===== src/rtl/pause_ctrl.sv =====
// pause_ctrl: debounced pause button and frame-aligned RUNNING/PAUSED controller for the display path.
// Optional feature macro: PAUSE_BLINK_EN (blinks pause_active while paused; default build is steady).
module pause_ctrl #(
  parameter int DEBOUNCE_CYCLES = 1_000_000,
  parameter int BLINK_FRAMES    = 30
) (
  input  logic clk,
  input  logic reset,
  input  logic btn_pause,
  input  logic frame_tick,
  input  logic game_over,
  output logic pause_active,
  output logic paused,
  output logic game_enable,
  output logic pause_toggled
);

  localparam int CNT_W = $clog2(DEBOUNCE_CYCLES);
  localparam logic [CNT_W-1:0] DB_LAST = CNT_W'(DEBOUNCE_CYCLES - 1);

  if (DEBOUNCE_CYCLES < 2 || BLINK_FRAMES < 1) begin : g_bad_params
    $error("pause_ctrl: need DEBOUNCE_CYCLES >= 2 and BLINK_FRAMES >= 1");
  end

  typedef enum logic [1:0] {
    RUNNING,
    PAUSE_PEND,
    PAUSED,
    RESUME_PEND
  } state_t;

  logic             sync1_q, sync2_q;
  logic             btn_db_q, btn_db_d;
  logic [CNT_W-1:0] db_cnt_q, db_cnt_d;
  logic             db_prev_q;
  logic             press_q;
  state_t           state_q;
  logic             paused_q, game_enable_q, pause_toggled_q, pause_active_q;

  // Two-flop synchroniser for the asynchronous button.
  always_ff @(posedge clk or posedge reset) begin
    if (reset) begin
      sync1_q <= 1'b0;
      sync2_q <= 1'b0;
    end else begin
      sync1_q <= btn_pause;
      sync2_q <= sync1_q;
    end
  end

  // The counter only runs while the synchronised level disagrees with btn_db, so it never wraps.
  always_comb begin
    btn_db_d = btn_db_q;
    db_cnt_d = '0;
    if (sync2_q != btn_db_q) begin
      if (db_cnt_q == DB_LAST) begin
        btn_db_d = sync2_q;
      end else begin
        db_cnt_d = db_cnt_q + 1'b1;
      end
    end
  end

  always_ff @(posedge clk or posedge reset) begin
    if (reset) begin
      btn_db_q  <= 1'b0;
      db_cnt_q  <= '0;
      db_prev_q <= 1'b0;
      press_q   <= 1'b0;
    end else begin
      btn_db_q  <= btn_db_d;
      db_cnt_q  <= db_cnt_d;
      db_prev_q <= btn_db_q;
      press_q   <= btn_db_q & ~db_prev_q;
    end
  end

`ifdef PAUSE_BLINK_EN
  localparam int BLINK_W = $clog2(BLINK_FRAMES + 1);
  localparam logic [BLINK_W-1:0] BLINK_LAST = BLINK_W'(BLINK_FRAMES - 1);

  logic               phase_q, phase_d;
  logic [BLINK_W-1:0] blink_cnt_q, blink_cnt_d;

  // Blink advance for one paused cycle; only committed by the FSM while paused.
  always_comb begin
    phase_d     = phase_q;
    blink_cnt_d = blink_cnt_q;
    if (frame_tick) begin
      if (blink_cnt_q == BLINK_LAST) begin
        phase_d     = ~phase_q;
        blink_cnt_d = '0;
      end else begin
        blink_cnt_d = blink_cnt_q + 1'b1;
      end
    end
  end
`endif

  always_ff @(posedge clk or posedge reset) begin
    if (reset) begin
      state_q         <= RUNNING;
      paused_q        <= 1'b0;
      game_enable_q   <= 1'b1;
      pause_toggled_q <= 1'b0;
      pause_active_q  <= 1'b0;
`ifdef PAUSE_BLINK_EN
      phase_q         <= 1'b1;
      blink_cnt_q     <= '0;
`endif
    end else begin
      pause_toggled_q <= 1'b0;
      if (game_over) begin
        state_q        <= RUNNING;
        paused_q       <= 1'b0;
        game_enable_q  <= 1'b1;
        pause_active_q <= 1'b0;
      end else begin
        case (state_q)
          RUNNING: begin
            if (press_q) state_q <= PAUSE_PEND;
          end
          // A tick in the same cycle as the entering press was seen in RUNNING, so it is not consumed.
          PAUSE_PEND: begin
            if (frame_tick) begin
              state_q         <= PAUSED;
              paused_q        <= 1'b1;
              game_enable_q   <= 1'b0;
              pause_toggled_q <= 1'b1;
              pause_active_q  <= 1'b1;
`ifdef PAUSE_BLINK_EN
              phase_q         <= 1'b1;
              blink_cnt_q     <= '0;
`endif
            end
          end
          PAUSED: begin
            if (press_q) state_q <= RESUME_PEND;
`ifdef PAUSE_BLINK_EN
            phase_q        <= phase_d;
            blink_cnt_q    <= blink_cnt_d;
            pause_active_q <= phase_d;
`endif
          end
          RESUME_PEND: begin
            if (frame_tick) begin
              state_q         <= RUNNING;
              paused_q        <= 1'b0;
              game_enable_q   <= 1'b1;
              pause_toggled_q <= 1'b1;
              pause_active_q  <= 1'b0;
            end else begin
`ifdef PAUSE_BLINK_EN
              phase_q        <= phase_d;
              blink_cnt_q    <= blink_cnt_d;
              pause_active_q <= phase_d;
`endif
            end
          end
          default: begin
            state_q        <= RUNNING;
            paused_q       <= 1'b0;
            game_enable_q  <= 1'b1;
            pause_active_q <= 1'b0;
          end
        endcase
      end
    end
  end

  assign pause_active  = pause_active_q;
  assign paused        = paused_q;
  assign game_enable   = game_enable_q;
  assign pause_toggled = pause_toggled_q;

endmodule


===== config.mk =====
export PLATFORM = sky130hd
export DESIGN_NAME = pause_ctrl
export DESIGN_NICKNAME = d
export VERILOG_FILES = /design/src/rtl/pause_ctrl.sv
export SDC_FILE = /design/constraint.sdc
export NUM_CORES = 1
export LEC_CHECK = 0
export CELL_PAD_IN_SITES_DETAIL_PLACEMENT = 0
export CELL_PAD_IN_SITES_GLOBAL_PLACEMENT = 1
export CORE_ASPECT_RATIO = 1.4
export CORE_MARGIN = 1
export CORE_UTILIZATION = 30
export CTS_BUF_LIST = sky130_fd_sc_hd__clkbuf_8
export DETAILED_ROUTE_END_ITERATION = 12
export GPL_TIMING_DRIVEN = 0
export PLACE_DENSITY_LB_ADDON = 0.1
export SYNTH_ARGS = -nofsm -noshare
export SYNTH_HDL_FRONTEND = slang
export SYNTH_SLANG_ARGS = --single-unit

===== constraint.sdc =====
create_clock -name clk -period 2.3 [get_ports clk]
set_input_delay 0.46 -clock clk [delete_from_list [all_inputs] [get_ports clk]]
set_output_delay 0.46 -clock clk [all_outputs]
set_load 0.01 [all_outputs]

==> results.txt, run 1 <==
Leak: 0.702 nW
most common cell after layout, fill and taps aside: dfrtp_1
first-pass iteration count of the detailed router: 4
XOR/XNOR Fraction of Synth Area: 6.66%
initial drt markers: 40
measured slew at the worst slew-check pin: 1.16 ns
proportion of layout cells with a drive suffix above 1: 15.9%
GP Congestion: 0.750
Min Clock Period, post-route: 2.15 ns
Finished Layout Cells: 219
Worst path max stage delay: 0.50 ns
crit-path cells: ha_1 > nand2_1 > or4_1 > buf_2 > or4_4 > a21oi_2
Critical Path AT: 2.37 ns
CTS Sinks: 30
Die Height: 84.2 um
fmax: 464 MHz
Fin Clk Skew: 0.00731 ns
Mapped Nets: 152
Slew HR: 22.5%
Crit path buffers/inverters: 1
largest net degree at the start of global routing: 31
synth unique cells: 36
power per cell area: 679 nW/um2
Synth Warn #: 0
most frequent cells in the layout: 29 x dfrtp_1, 16 x nor2_1, 10 x inv_1
Final ANT Viol Nets: 0
Worst Setup Path Type: reg2reg
Synth Area in Compound Gates: 9.43%
sequential-to-total area share from yosys stat: 52.0%
mux contribution to synthesized area: 1.47%
Avg Vias per Cell: 4.78
Avg Synthesized Cell Area: 10.3 um2
post-route DRC violation count: 0
Period Utilization, post-route: 93.6%
WP data required: 2.51 ns
Crit. End Element: flip-flop
dpl cells: 211
Mapped Area: 1450 um2
critical path startpoint category: flip-flop
VDD IR max: 0.274 mV
hold crit path type: reg2reg
row count: 29
drt wl/cell: 12.5 um
H-tree Lvls: 2
max cap viols: 0
diodes inserted: 0
worst skew pair latency: 0.28 ns
Core Footprint: 4570 um2
FF+latch count, synth: 30
initial antenna violation count: 0
CTS tree: built
setup_tns: 0 ns
vias in the first global route: 1071
RSZ-0062 raised after global routing: no
clock root cell: clkbuf_8
largest family of logic cells by synthesized area: simple AND/OR/NAND/NOR gates
CTS clk-pin slew, worst paths: 0.07 ns
CTS Buffer Depth: 2
hold_buf cts: 0
Post-Synth Adder-Cell Area: 5.19%
I/O Buffers: 8
CTS buffer count: 5
Starting Density: 31.6%
final setup violation count: 0
All-Layer GR Usage: 12.7%
GR Overflow Total: 0
slowest CP cell: or4_1
status: complete, no violations
Vias: 1046
post-layout util: 37.2%
Die Area: 5110 um2
Fin. Hold Viols: 0
HPWL Detailed: 1.92 mm
Final Net Count: 167
global-route wire length before repair: 4.84 mm
Die W: 60.7 um
Max FO, Critical Path: 8
Slew Limit Fails: 0
I/O pins: 9
area grow syn2layout: 17.6%
Post-Synth Simple-Gate Area: 20.8%
Post-Synthesis Cells: 141
final wirelength: 2.74 mm
CP top delay family: simple AND/OR/NAND/NOR gates
## metrics by stage
stage	power, mW	worst slack, ns	cell area [um2]	hold WS, ns
3_3_place_gp	0.737	0.155	1600	0.334
5_1_grt	1.22	0.0509	1700	0.355
4_1_cts	1.19	0.121	1700	0.353
6_report	1.16	0.146	1700	0.349
2_1_floorplan	0.683	0.323	1450	0.331
3_5_place_dp	0.741	0.137	1600	0.338
## kinds of logic (layout without fill, tap and decap cells)
| family | Yosys count | count (layout) |
|---|---|---|
| flip-flops | 30 | 30 |
| adder cells (fa/ha/maj) | 6 | 6 |
| AND/OR/NAND/NOR | 55 | 55 |
| multiplexers | 2 | 2 |
| buffers and inverters | 15 | 31 |
| AO/OA/AOI/OAI | 22 | 22 |
| XOR/XNOR | 11 | 11 |
## worst paths after layout
path	to	slack, ns	depth (start not counted)	from
max in group asynchronous	db_cnt_q[11]	0.81	2	reset
min in group asynchronous	db_cnt_q[17]	0.78	2	reset
max	db_cnt_q[18]	0.15	6	db_cnt_q[0]
min reg2reg	sync2_q	0.35	0	sync1_q
min	sync2_q	0.35	0	sync1_q
max reg2reg	db_cnt_q[18]	0.15	6	db_cnt_q[0]
## report_power, final
part	switching, mW	internal [mW]
Sequential	0.0193	0.555
Clock	0.192	0.236
Combinational	0.0802	0.0739
Total	0.291	0.865
## layer usage
| metal | wire length [um] | global-route usage, % | vias up |
|---|---|---|---|
| met2 | 1440 | 21.7 | 14 |
| met3 | 70 | 3.70 | 6 |
| li1 | - | - | 519 |
| met4 | 57 | 5.58 | 0 |
| met1 | 1170 | 14.3 | 507 |
| met5 | 0 | 0 | - |
## cell type report
class                           instances  area, um2
Buffer                                  6       31.3
Clock buffer                            6       82.6
Clock inverter                          2       8.76
Fill cell                             490       2870
Inverter                                9       33.8
Multi-Input combinational cell         96        636
Sequential cell                        30        752
Tap cell                               62       77.6
Timing Repair Buffer                    8       80.1
## state kept, by name, indices dropped and copies added, names as in the netlist
signal	count
sync1_q	1
db_cnt_q	20
btn_db_q	1
state_q	2
pause_toggled	1
press_q	1
db_prev_q	1
pause_active	1
sync2_q	1
game_enable	1
## cells in the mapped netlist
cell	n	area, um2
o22ai_1	1	6.26
mux2_2	1	11.3
nand4_1	2	12.5
o21ai_0	5	25.0
xnor2_1	6	52.6
a21oi_2	1	8.76
or3_1	2	12.5
dfrtp_1	29	726
buf_2	4	20.0
and3_2	1	7.51
a31o_2	1	8.76
nor3b_1	1	7.51
or4_1	6	45.0
a221o_1	1	10.0
or4_4	1	11.3
and2_1	1	6.26
buf_4	1	7.51
nor3_1	3	15.0
nor2_1	16	60.1
o31ai_1	3	22.5
or4_2	1	8.76
mux2i_1	1	10.0
xor2_1	5	43.8
nor4_1	1	6.26
or2_2	1	6.26
a211oi_1	2	15.0
nor2b_1	1	6.26
clkbuf_1	1	3.75
dfstp_2	1	26.3
a21oi_1	8	40.0
inv_1	9	33.8
ha_1	6	75.1
nand3_2	1	10.0
nand3_1	8	40.0
nand2_1	6	22.5
or3_2	3	22.5
## repair_timing
action	4_1_cts	5_1_grt
gates resized for setup	0	1
setup buffers	0	0
endpoints found under the setup margin	0	7
Note: power is estimated with default switching activity, not from simulation.
==> run 2, diff against run 1 <==
--- a/config.mk
+++ b/config.mk
@@ -5,6 +5,7 @@
 export SDC_FILE = /design/constraint.sdc
 export NUM_CORES = 1
 export LEC_CHECK = 0
+export ABC_AREA = 1
 export CELL_PAD_IN_SITES_DETAIL_PLACEMENT = 0
 export CELL_PAD_IN_SITES_GLOBAL_PLACEMENT = 1
 export CORE_ASPECT_RATIO = 1.4
@@ -13,6 +14,7 @@
 export CTS_BUF_LIST = sky130_fd_sc_hd__clkbuf_8
 export DETAILED_ROUTE_END_ITERATION = 12
 export GPL_TIMING_DRIVEN = 0
+export MAX_ROUTING_LAYER = met4
 export PLACE_DENSITY_LB_ADDON = 0.1
 export SYNTH_ARGS = -nofsm -noshare
 export SYNTH_HDL_FRONTEND = slang
==> run 2 against run 1 <==
Compared with the run above: first-iteration DRC count fell by 7.5%; synthesized area rose by 12%; highest routed layer unchanged; register-to-register slack improved by 0.70 ns; clock power rose by 54%; largest power group is now clock.
==> results.txt, run 2 <==
I/O Buffers: 8 (unchanged)
hold crit path type: reg2reg (unchanged)
Seq pwr share: 40.7% (was 49.6%)
Crit path buffers/inverters: 1 (unchanged)
most frequent cells in the layout: 41 x nor2_1, 29 x dfrtp_1, 25 x nand2_1 (was 29 x dfrtp_1, 16 x nor2_1, 10 x inv_1)
Final Net Count: 220 (was 167)
top cells by count, synth: 41 x nor2_1, 29 x dfrtp_1, 25 x nand2_1 (was 29 x dfrtp_1, 16 x nor2_1, 9 x inv_1)
measured slew at the worst slew-check pin: 0.451 ns (was 1.16 ns)
async set-reset flop share out of synthesis: 100% (unchanged)
Period Utilization, post-route: 77.9% (was 93.6%)
post-route DRC violation count: 0 (unchanged)
Die Area: 5680 um2 (was 5110 um2)
sequential-to-total area share from yosys stat: 46.6% (was 52.0%)
drt wl/cell: 12.4 um (was 12.5 um)
Setup crit start: game_enable (was db_cnt_q[0])
CTS clk-pin slew, worst paths: 0.07 ns (about the same)
WP data required: 1.84 ns (was 2.51 ns)
fmax: 558 MHz (was 464 MHz)
dominant cell type by area after synthesis: dfrtp_1 (unchanged)
number of flops mapped to enable cells by yosys: 0 (unchanged)
Post-Synthesis Cells: 193 (was 141)
Max FO, Critical Path: 2 (was 8)
Worst Setup Path Type: reg2out (was reg2reg)
Sw Share: 23.0% (was 25.2%)
post-synth top area share: 45.0% (was 50.2%)
Die Height: 88.8 um (was 84.2 um)
final setup violation count: 0 (unchanged)
critical path startpoint category: flip-flop (unchanged)
WP depth: 1 (was 6)
ys flop type: dfrtp_1 (unchanged)
Slew Limit Fails: 0 (unchanged)
largest net degree at the start of global routing: 31 (unchanged)
status: complete, no violations (unchanged)
PnR Total Power: 1.45 mW (was 1.16 mW)
CTS Sinks: 30 (unchanged)
GR Overflow Total: 0 (unchanged)
VDD IR max: 0.382 mV (was 0.274 mV)
post-CTS repair timing setup buffer count: 0 (unchanged)
row count: 31 (was 29)
H-tree Lvls: 2 (unchanged)
diodes inserted: 0 (unchanged)
Fin. Hold Viols: 0 (unchanged)
slowest CP cell: dfstp_2 (was or4_1)
Leak: 0.866 nW (was 0.702 nW)
proportion of layout cells with a drive suffix above 1: 14.8% (was 15.9%)
Mapped Nets: 204 (was 152)
HPWL Detailed: 2.65 mm (was 1.92 mm)
Clk network pwr share: 45.5% (was 37.0%)
Avg Vias per Cell: 4.48 (was 4.78)
global-route wire length before repair: 5.98 mm (was 4.84 mm)
worst flop-to-flop path startpoint: db_cnt_q[0] (unchanged)
FF+latch count, synth: 30 (unchanged)
Place WS: 0.351 ns (was 0.137 ns)
max FFs per register: 20 (unchanged)
Slew HR: 69.7% (was 22.5%)
Finished Layout Cells: 276 (was 219)
GP Congestion: 0.748 (was 0.750)
top-count cell post-synth: nor2_1 (was dfrtp_1)
largest registers: db_cnt_q x20, state_q x2 (unchanged)
Vias: 1237 (was 1046)
I/O pins: 9 (unchanged)
vias in the first global route: 1274 (was 1071)
CTS tree: built (unchanged)
Mapped Area: 1610 um2 (was 1450 um2)
final wirelength: 3.43 mm (was 2.74 mm)
Fin Clk Skew: 0.00591 ns (was 0.00731 ns)
Synth Warn #: 0 (unchanged)
Avg Synthesized Cell Area: 8.36 um2 (was 10.3 um2)
register with the most flip-flops: db_cnt_q (unchanged)
CP top delay family: flip-flops (was simple AND/OR/NAND/NOR gates)
Die W: 64.0 um (was 60.7 um)
dpl cells: 267 (was 211)
hold_buf cts: 0 (unchanged)
Reg-to-Reg End: db_cnt_q[5] (was db_cnt_q[18])
combinational share of power: 13.7% (was 13.3%)
All-Layer GR Usage: 14.8% (was 12.7%)
area grow syn2layout: 20.6% (was 17.6%)
initial drt markers: 37 (was 40)
worst setup margin: 0.507 ns (was 0.146 ns)
CTS buffer count: 5 (unchanged)
Crit. End Element: primary output (was flip-flop)
Area contributors post-synth: dfrtp_1 45%, nor2_1 9.5%, nand2_1 5.8% (was dfrtp_1 50%, ha_1 5.2%, nor2_1 4.2%)
clock root cell: clkbuf_8 (unchanged)
worst skew pair latency: 0.28 ns (about the same)
initial antenna violation count: 0 (unchanged)
first-pass iteration count of the detailed router: 4 (unchanged)
Min Clock Period, post-route: 1.79 ns (was 2.15 ns)
r2r worst-path depth: 8 (was 6)
setup_tns: 0 ns (unchanged)
# fillers: 543 (was 490)
flop-to-flop setup slack: 0.85 ns (was 0.15 ns)
CTS Buffer Depth: 2 (unchanged)
synth unique cells: 27 (was 36)
Psw: 333 uW (was 291 uW)
power per cell area: 744 nW/um2 (was 679 nW/um2)
Critical Path AT: 1.33 ns (was 2.37 ns)
Starting Density: 31.3% (was 31.6%)
post-CTS sizing: 0 (unchanged)
Worst path max stage delay: 0.53 ns (was 0.50 ns)
CP endpoint: game_enable (was db_cnt_q[18])
internal power: 1.12 mW (was 865 uW)
max cap viols: 0 (unchanged)
crit-path cells: clkdlybuf4s50_1 (was ha_1 > nand2_1 > or4_1 > buf_2 > or4_4 > a21oi_2)
Final ANT Viol Nets: 0 (unchanged)
RSZ-0062 raised after global routing: no (unchanged)
Core Footprint: 5160 um2 (was 4570 um2)
most common cell after layout, fill and taps aside: nor2_1 (was dfrtp_1)
## run 2: cell types whose count changed after synthesis, sizes merged, moves of 4 or more
| cell | previous run | this run |
|---|---|---|
| nor2 | 16 | 48 |
| nand2 | 6 | 33 |
| inv | 9 | 24 |
| nand3 | 9 | 17 |
| or4 | 8 | 0 |
| a21oi | 9 | 4 |
| or3 | 5 | 0 |
| buf | 5 | 1 |
## run 2: logic make-up (layout without fill, tap and decap cells)
family	Yosys count	count (layout)	share of synthesized area, %
flip-flops	30	30	46.6
adder cells (fa/ha/maj)	6	6	4.65
XOR/XNOR	11	11	6.44
AO/OA/AOI/OAI	16	16	5.82
buffers and inverters	25	42	6.05
AND/OR/NAND/NOR	105	105	30.4
## run 2: through the flow
stage	hold slack (ns)	util (%)	cell area, um2
finish	0.352	37.7	1950
global route	0.359	37.7	1950
CTS	0.356	37.2	1920
detailed placement	0.340	34.4	1780
global placement	0.332	34.4	1780
floorplan	0.331	-	1610
## run 2: worst min-delay path by stage
stage | from | end | slack, ns | cells after the start
CTS | sync1_q | sync2_q | 0.36 | 0
finish | sync1_q | sync2_q | 0.35 | 0
global placement | sync1_q | sync2_q | 0.33 | 0
floorplan | sync1_q | sync2_q | 0.33 | 0
global route | sync1_q | sync2_q | 0.36 | 0
detailed placement | sync1_q | sync2_q | 0.34 | 0
## run 2: layer usage
| layer | global-route usage (%) | wire length [um] | vias up |
|---|---|---|---|
| met1 | 13.9 | 1320 | 578 |
| met4 | 7.64 | 91 | 0 |
| met5 | - | 0 | - |
| met3 | 3.09 | 79 | 6 |
| li1 | - | - | 636 |
| met2 | 28.0 | 1940 | 17 |
## run 2: cell type report
type,instances,area [um2],area share (%)
multi-input cells,138,763,39.2
plain buffers,1,7.51,0.386
repair buffers,9,108,5.53
flip-flops and latches,30,752,38.6
clock buffers,6,82.6,4.24
inverters,24,90.1,4.63
clock inverters,2,60.1,3.09
well taps,66,82.6,4.24
## run 2: power groups by stage
stage          registers [mW]  logic, mW  clock network, mW
2_1_floorplan           0.600      0.118                  0
3_3_place_gp            0.597      0.185                  0
3_5_place_dp            0.601      0.196                  0
4_1_cts                 0.591      0.197              0.685
5_1_grt                 0.593      0.234              0.700
6_report                0.590      0.199              0.660
==> run 3, diff against run 2 <==
==> constraint.sdc (replaced) <==
create_clock -name clk -period 1.6 [get_ports clk]
set_input_delay 0.32 -clock clk [delete_from_list [all_inputs] [get_ports clk]]
set_output_delay 0.32 -clock clk [all_outputs]
set_load 0.01 [all_outputs]
==> run 3 against run 2 <==
Compared with the run above: clock power increased by 43%; critical path depth unchanged; combinational power increased by 44%; sequential power grew 44%; highest routed layer unchanged; critical endpoint is now pause_active; largest power group unchanged; hold slack got worse by 0.050 ns; sequential share of layout area decreased by 0.099 points; via count hardly changed; critical path type unchanged; register-to-register slack worse by 0.70 ns.
==> results.txt, run 3 (same netlist as run 2, synthesis figures left out) <==
Die Area: 5680 um2 (unchanged)
register with the most flip-flops: db_cnt_q (unchanged)
area grow syn2layout: 20.9% (was 20.6%)
first-pass iteration count of the detailed router: 4 (unchanged)
I/O Buffers: 8 (unchanged)
measured slew at the worst slew-check pin: 0.451 ns (unchanged)
Fin Clk Skew: 0.00451 ns (was 0.00591 ns)
Finished Layout Cells: 277 (was 276)
max cap viols: 0 (unchanged)
HPWL Detailed: 2.65 mm (unchanged)
Max FO, Critical Path: 3 (was 2)
largest net degree at the start of global routing: 31 (unchanged)
power per cell area: 1070 nW/um2 (was 744 nW/um2)
Final ANT Viol Nets: 0 (unchanged)
global-route wire length before repair: 6.00 mm (was 5.98 mm)
CTS Buffer Depth: 2 (unchanged)
VDD IR max: 0.549 mV (was 0.382 mV)
Period Utilization, post-route: 94.0%
Die W: 64.0 um (unchanged)
I/O pins: 9 (unchanged)
H-tree Lvls: 2 (unchanged)
status: complete, no violations (unchanged)
Avg Vias per Cell: 4.47 (was 4.48)
critical path startpoint category: flip-flop (unchanged)
crit-path cells: clkdlybuf4s50_1 (unchanged)
proportion of layout cells with a drive suffix above 1: 15.2% (was 14.8%)
vias in the first global route: 1280 (was 1274)
most frequent cells in the layout: 41 x nor2_1, 29 x dfrtp_1, 25 x nand2_1 (unchanged)
worst skew pair latency: 0.27 ns (was 0.28 ns)
Starting Density: 31.3% (unchanged)
RSZ-0062 raised after global routing: no (unchanged)
Critical Path AT: 1.18 ns (was 1.33 ns)
clock root cell: clkbuf_8 (unchanged)
Min Clock Period, post-route: 1.50 ns
Final Net Count: 221 (was 220)
initial drt markers: 38 (was 37)
diodes inserted: 0 (unchanged)
Worst Setup Path Type: reg2out (unchanged)
largest registers: db_cnt_q x20, state_q x2 (unchanged)
Reg area: 752 um2 (unchanged)
post-layout util: 37.8% (was 37.7%)
CTS clk-pin slew, worst paths: 0.07 ns (about the same)
drt wl/cell: 12.4 um (about the same)
Die Height: 88.8 um (unchanged)
Vias: 1238 (was 1237)
row count: 31 (unchanged)
most common cell after layout, fill and taps aside: nor2_1 (unchanged)
Leak: 0.874 nW (was 0.866 nW)
final setup violation count: 0 (unchanged)
Crit. End Element: primary output (unchanged)
multi-input logic area: 763 um2 (unchanged)
Slew HR: 69.7% (unchanged)
WP data required: 1.28 ns (was 1.84 ns)
dpl cells: 267 (unchanged)
final wirelength: 3.42 mm (was 3.43 mm)
Place WS: -0.209 ns (was 0.351 ns)
worst setup margin: 0.0955 ns (was 0.507 ns)
hold crit path type: in2async (was reg2reg)
fmax: 665 MHz
Crit path buffers/inverters: 1 (unchanged)
GP Congestion: 0.748 (unchanged)
GR Overflow Total: 0 (unchanged)
# fillers: 543 (unchanged)
slowest CP cell: clkdlybuf4s50_1 (was dfstp_2)
CTS buffer count: 5 (unchanged)
CTS tree: built (unchanged)
All-Layer GR Usage: 14.8% (about the same)
CP top delay family: buffers and inverters (was flip-flops)
CTS Sinks: 30 (unchanged)
Slew Limit Fails: 0 (unchanged)
Core Footprint: 5160 um2 (unchanged)
Fin. Hold Viols: 0 (unchanged)
Worst path max stage delay: 0.54 ns (was 0.53 ns)
post-route DRC violation count: 0 (unchanged)
max FFs per register: 20 (unchanged)
initial antenna violation count: 0 (unchanged)
-- run 3: cell count changes in the layout (fill, tap and decap cells not counted) --
cell	change
buf_4	+1
clkdlybuf4s50_1	-2
dlygate4sd2_1	+2
-- run 3: cell type report --
cell class                      instances  share of cell area [%]
Timing Repair Buffer                   10                    5.77
Sequential cell                        30                    38.6
Clock buffer                            6                    4.23
Inverter                               24                    4.62
Multi-Input combinational cell        138                    39.1
Buffer                                  1                   0.385
Tap cell                               66                    4.23
Clock inverter                          2                    3.08
-- run 3: layer usage --
metal / up-vias / track usage (%) / routed length [um]
met2: 15 / 28.1 / 1940
li1: 638 / - / -
met3: 4 / 3.09 / 78
met4: 0 / 7.64 / 80
met1: 581 / 13.9 / 1320
met5: - / - / 0
-- run 3: worst paths after layout --
path	cells past startpoint	slack, ns	start	to
max	1	0.1	pause_active	pause_active
min reg2reg	0	0.35	sync1_q	sync2_q
max in group asynchronous	3	0.81	reset	game_enable
min in group clk	0	0.35	sync1_q	sync2_q
max reg2reg	8	0.15	db_cnt_q[0]	db_cnt_q[5]
min	2	0.30	reset	db_cnt_q[2]
-- run 3: through the flow --
stage | cell area [um2] | total power [mW] | hold WS, ns | TNS [ns]
2_1_floorplan | 1610 | 1.03 | 0.331 | 0
3_3_place_gp | 1780 | 1.12 | 0.332 | -3.79
3_5_place_dp | 1780 | 1.15 | 0.340 | -6.04
4_1_cts | 1920 | 2.12 | 0.356 | 0
5_1_grt | 1950 | 2.20 | 0.314 | 0
6_report | 1950 | 2.08 | 0.301 | 0
-- run 3: where the power goes --
group	internal, mW	total [mW]	switching, mW
combinational	0.127	0.286	0.159
sequential	0.811	0.848	0.0364
clock	0.664	0.944	0.280
-- run 3: timing repair --
action	in CTS	in global routing
hold buffers	0	0
endpoints found under the hold margin	0	0
gates resized for setup	2	0
setup buffers	1	0
endpoints found under the setup margin	2	0
